$ cat src/rtl/que_dispatch_ctrl.sv
// Queue dispatch controller: arbitrator snapshot, packet read, word stream.
// Optional statistics counters are built when QUE_DISPATCH_STAT_EN is defined.
module que_dispatch_ctrl #(
    parameter int PORTNUM = 16,
    parameter int LENW    = 10
) (
    input  logic                       i_clk,
    input  logic                       i_rst,
    input  logic                       i_en,
    input  logic [$clog2(PORTNUM)-1:0] i_port,
    input  logic                       i_port_vld,
    input  logic                       i_empty,
    output logic                       o_update,
    output logic [$clog2(PORTNUM)-1:0] o_clr_port,
    output logic                       o_clr_vld,
    output logic                       o_rd_req,
    output logic [$clog2(PORTNUM)-1:0] o_rd_port,
    input  logic                       i_rd_ack,
    input  logic [LENW-1:0]            i_rd_len,
    input  logic                       i_out_rdy,
    output logic                       o_rd_en,
    output logic                       o_rd_last,
`ifdef QUE_DISPATCH_STAT_EN
    output logic [31:0]                o_pkt_cnt,
    output logic [31:0]                o_word_cnt,
`endif
    output logic                       o_busy
);

    localparam int PW = $clog2(PORTNUM);
    localparam logic [LENW-1:0] ONE = {{(LENW-1){1'b0}}, 1'b1};

    typedef enum logic [2:0] {
        IDLE,
        UPD,
        SETTLE,
        WAIT,
        REQ,
        XFER,
        CLR
    } state_t;

    state_t          state;
    logic [PW-1:0]   port_q;
    logic [LENW-1:0] len_q;
    logic [LENW-1:0] cnt_q;
    logic            last_word;

    assign o_rd_en    = (state == XFER) && i_out_rdy;
    assign last_word  = (cnt_q == len_q - ONE);
    assign o_rd_last  = o_rd_en && last_word;
    assign o_rd_port  = port_q;
    assign o_clr_port = port_q;

    // Dispatch sequencer; pulse and level outputs are registered with the state.
    always_ff @(posedge i_clk or posedge i_rst) begin
        if (i_rst) begin
            state     <= IDLE;
            o_update  <= 1'b0;
            o_clr_vld <= 1'b0;
            o_rd_req  <= 1'b0;
            o_busy    <= 1'b0;
            port_q    <= '0;
            len_q     <= '0;
            cnt_q     <= '0;
        end else begin
            o_update  <= 1'b0;
            o_clr_vld <= 1'b0;
            unique case (state)
                IDLE: begin
                    if (i_en) begin
                        state    <= UPD;
                        o_update <= 1'b1;
                        o_busy   <= 1'b1;
                    end
                end
                UPD: begin
                    state <= SETTLE;
                end
                SETTLE: begin
                    state <= WAIT;
                end
                WAIT: begin
                    if (i_port_vld) begin
                        port_q   <= i_port;
                        state    <= REQ;
                        o_rd_req <= 1'b1;
                    end else if (i_empty) begin
                        if (i_en) begin
                            state    <= UPD;
                            o_update <= 1'b1;
                        end else begin
                            state  <= IDLE;
                            o_busy <= 1'b0;
                        end
                    end
                end
                REQ: begin
                    if (i_rd_ack) begin
                        len_q    <= i_rd_len;
                        cnt_q    <= '0;
                        o_rd_req <= 1'b0;
                        if (i_rd_len == '0) begin
                            state     <= CLR;
                            o_clr_vld <= 1'b1;
                        end else begin
                            state <= XFER;
                        end
                    end
                end
                XFER: begin
                    if (o_rd_en) begin
                        cnt_q <= cnt_q + ONE;
                        if (last_word) begin
                            state     <= CLR;
                            o_clr_vld <= 1'b1;
                        end
                    end
                end
                CLR: begin
                    state <= SETTLE;
                end
                default: begin
                    state <= IDLE;
                end
            endcase
        end
    end

`ifdef QUE_DISPATCH_STAT_EN
    // Saturating packet and word statistics.
    always_ff @(posedge i_clk or posedge i_rst) begin
        if (i_rst) begin
            o_pkt_cnt  <= '0;
            o_word_cnt <= '0;
        end else begin
            if (o_clr_vld && (o_pkt_cnt != '1)) begin
                o_pkt_cnt <= o_pkt_cnt + 32'd1;
            end
            if (o_rd_en && (o_word_cnt != '1)) begin
                o_word_cnt <= o_word_cnt + 32'd1;
            end
        end
    end
`endif

endmodule
$ cat config.mk
export PLATFORM = sky130hd
export DESIGN_NAME = que_dispatch_ctrl
export DESIGN_NICKNAME = d
export VERILOG_FILES = /design/src/rtl/que_dispatch_ctrl.sv
export SDC_FILE = /design/constraint.sdc
export NUM_CORES = 1
export LEC_CHECK = 0
export BUFFER_PORTS_ARGS = -buffer_cell sky130_fd_sc_hd__clkbuf_2
export CORE_ASPECT_RATIO = 1.4
export CORE_MARGIN = 2
export CORE_UTILIZATION = 35
export DETAILED_ROUTE_END_ITERATION = 8
export HOLD_SLACK_MARGIN = 0.03
export PLACE_DENSITY_LB_ADDON = 0.12
export SLEW_MARGIN = 20
export SYNTH_ARGS = -nofsm -noshare
export SYNTH_HDL_FRONTEND = slang
export SYNTH_SLANG_ARGS = --single-unit
$ cat constraint.sdc
create_clock -name i_clk -period 4.2 [get_ports i_clk]
set_clock_uncertainty 0.1 [all_clocks]
set_input_delay 0.63 -clock i_clk [delete_from_list [all_inputs] [get_ports i_clk]]
set_output_delay 0.63 -clock i_clk [all_outputs]
set_load 0.05 [all_outputs]
==> impl_metrics.tcl <==
set metrics [dict create \
    fin_tns_setup_ns 0 \
    drv_cap 0 \
    die_h_um 89.9 \
    insertion_delay_ns 0.28 \
    rr_endpoint "state[1]" \
    die-area_sq_um 5870 \
    gp_congestion 0.789 \
    grt_setup_unrepaired "no" \
    hold_buffers 0 \
    synth_top_area_share_pct 42.1 \
    drt-initial-drc-count 31 \
    cp_top_family "simple AND/OR/NAND/NOR gates" \
    use_met3_pct 2.50 \
    globalRouteMet2Util_pct 28.1 \
    synth_ff_type "dfrtp_1" \
    syn_area_sq_um 1840 \
    p_per_area_nw_per_um2 695 \
    start_util_pct 36.0 \
    cts.sinks 31 \
    grt_util_met1_pct 18.9 \
    numCtsBuffers 5 \
    period_needed_ns 3.19 \
    leakage_uw 0.00103 \
    grt_pass1_vias 1546 \
    vdd_drop_max_mv 0.484 \
    worst_pin_slew_ns 0.553 \
    setup_viol 0 \
    grt_antenna_before_repair 0 \
    synthTopCellsByArea "dfrtp_1 (42%), nand2_1 (7.5%), xor2_1 (5.2%)" \
    async_reset_ff_share_pct 100 \
    vias 1478 \
    post_dp_cell_area_sq_um 2040 \
    path_cells "inv_1 > ha_1 > o21bai_1 > a211oi_1 > or4b_1 > o2111ai_2 > nor3b_2 > clkbuf_2" \
    hold_viol_final 0 \
    synth-edff-count 0 \
    ctsResizeCount 0 \
    grt_max_degree 23 \
    cp.required_ns 3.47 \
    clk_pin_slew_ns 0.07 \
    r2r_setup_slack_ns 1.86 \
    core_area_sq_um 5120 \
    drt_first_pass_iters 4 \
    critical_path.endpoint_type "primary output" \
    num-nets-final 255 \
    synthXorXnorAreaFrac_pct 7.60 \
    slew_headroom_pct 63.1 \
    status "finished clean" \
    htree_levels 2 \
    multi_input_area_sq_um 968 \
    rr_startpoint "len_q[0]" \
    synth_mux_area_share_pct 3.80 \
    maxSlewViolCount 0 \
    hold_class "input port to async pin" \
    ys_seq_area_share_pct 42.1 \
    yosys.area.top_type "dfrtp_1" \
    ff_latch_area_sq_um 776 \
    syn_area_per_cell_sq_um 9.12 \
    yosys.area_share.adder_pct 1.36 \
    grt_overflow 0 \
    synth_warnings 0 \
    area_growth_pct 17.0 \
    wire_per_inst_um 13.8 \
    crit_arrival_ns 2.46 \
    clk_path_buf_depth 2 \
    path_max_fanout 10 \
    critPathBufInv 2 \
    diodes 0 \
    fp.dieW_um 65.3 \
    synth_top_family_by_area "simple AND/OR/NAND/NOR gates" \
    post_cts_buffers 0 \
    final_area_sq_um 2160 \
    yosys_register_bits 31 \
    num_rows 31 \
    reg2reg_depth 8 \
    max_freq_mhz 313 \
    crit_path_top_delay_cell "or4b_1" \
    ant_nets 0 \
    ys_types 51 \
    cts_tree "done" \
    drive_above_1_share_pct 27.0 \
    routed_via_density 4.94 \
    grtUsageTotal_pct 15.9 \
    crit_cells 8 \
    gr-max-usage-layer "met2" \
    synthCells 202 \
    io_pins 35 \
    final_common_cell "nand2_1" \
    final_cell_mix "nand2_1 (37), clkbuf_2 (34), dfrtp_1 (31)" \
    yosys.area_share.simple_pct 27.4 \
    drt-total-wl_um 4120 \
    synth_compound_area_share_pct 12.4 \
    n_fill_cell 550 \
    critPathKind "flip-flop to primary output" \
    crit_path_start_kind "flip-flop" \
    period_share_pct 76.0 \
    synth_nets 225 \
    portBuffers 34 \
    drc 0 \
    grt_pass1_wl_um 7320 \
    hpwl_um 3250 \
    cpPeakStageDelay_ns 0.54 \
    cts-root-buf "clkbuf_8" \
]
## how the worst max path moves through the flow
| stage | to | slack (ns) | startpoint |
|---|---|---|---|
| 3_3_place_gp | o_rd_last | 1.36 | len_q[0] |
| 3_5_place_dp | o_rd_last | 1.32 | len_q[0] |
| 5_1_grt | o_rd_last | 0.80 | len_q[0] |
| 2_1_floorplan | o_rd_last | 1.28 | len_q[0] |
| 4_1_cts | o_rd_last | 1.0 | len_q[0] |
| 6_report | o_rd_last | 1.01 | len_q[0] |
## power breakdown
part	leakage, uW	internal, uW	switching [uW]
registers	0.000392	394	144
clock network	0.0000612	192	114
logic	0.000573	241	414
total	0.00103	827	672
## kinds of logic (layout without fill, tap and decap cells)
kind of cell,Yosys count,in the layout
AO/OA/AOI/OAI,34,34
multiplexers,6,6
AND/OR/NAND/NOR,93,93
flip-flops,31,31
XOR/XNOR,16,16
adder cells (fa/ha/maj),2,2
buffers and inverters,20,51
## metrics by stage
| step | instances | hold WS, ns | setup WS (ns) | total power [uW] | utilization [%] |
|---|---|---|---|---|---|
| 2_1_floorplan | 202 | 0.365 | 1.28 | 1070 | - |
| 3_3_place_gp | 291 | 0.360 | 1.36 | 1200 | 39.8 |
| 3_5_place_dp | 291 | 0.373 | 1.32 | 1200 | 39.8 |
| 4_1_cts | 299 | 0.291 | 0.997 | 1520 | 42.1 |
| 5_1_grt | 299 | 0.327 | 0.799 | 1610 | 42.1 |
| 6_report | 299 | 0.266 | 1.01 | 1500 | 42.1 |
## registers in the layout, indices dropped and copies added (netlist names)
signal      flops
cnt_q          10
len_q          10
o_clr_port      4
state           3
o_busy          1
o_clr_vld       1
o_rd_req        1
o_update        1
## cells in the mapped netlist, types with 3 or more instances
master	count
nand2_1	37
dfrtp_1	31
nor2_1	17
o21ai_0	12
xor2_1	11
nand3_1	7
buf_2	5
inv_1	5
xnor2_1	5
a21oi_1	4
buf_4	4
mux2_2	4
nand4_1	4
nor2b_1	4
nor3_1	4
and3_1	3
o21bai_1	3
## final cells by class
type                            count  share of cell area [%]
Timing Repair Buffer               36                    8.58
Sequential cell                    31                    36.0
Clock buffer                        6                    3.83
Inverter                            7                    1.28
Clock inverter                      2                    1.62
Tap cell                           66                    3.83
Multi-Input combinational cell    151                    44.9
## layer usage
metal	vias up	part of all wire, %
li1	758	-
met1	691	42
met2	25	54
met3	4	2.7
met4	0	1.1
met5	-	0
(Power assumes the default switching activity.)
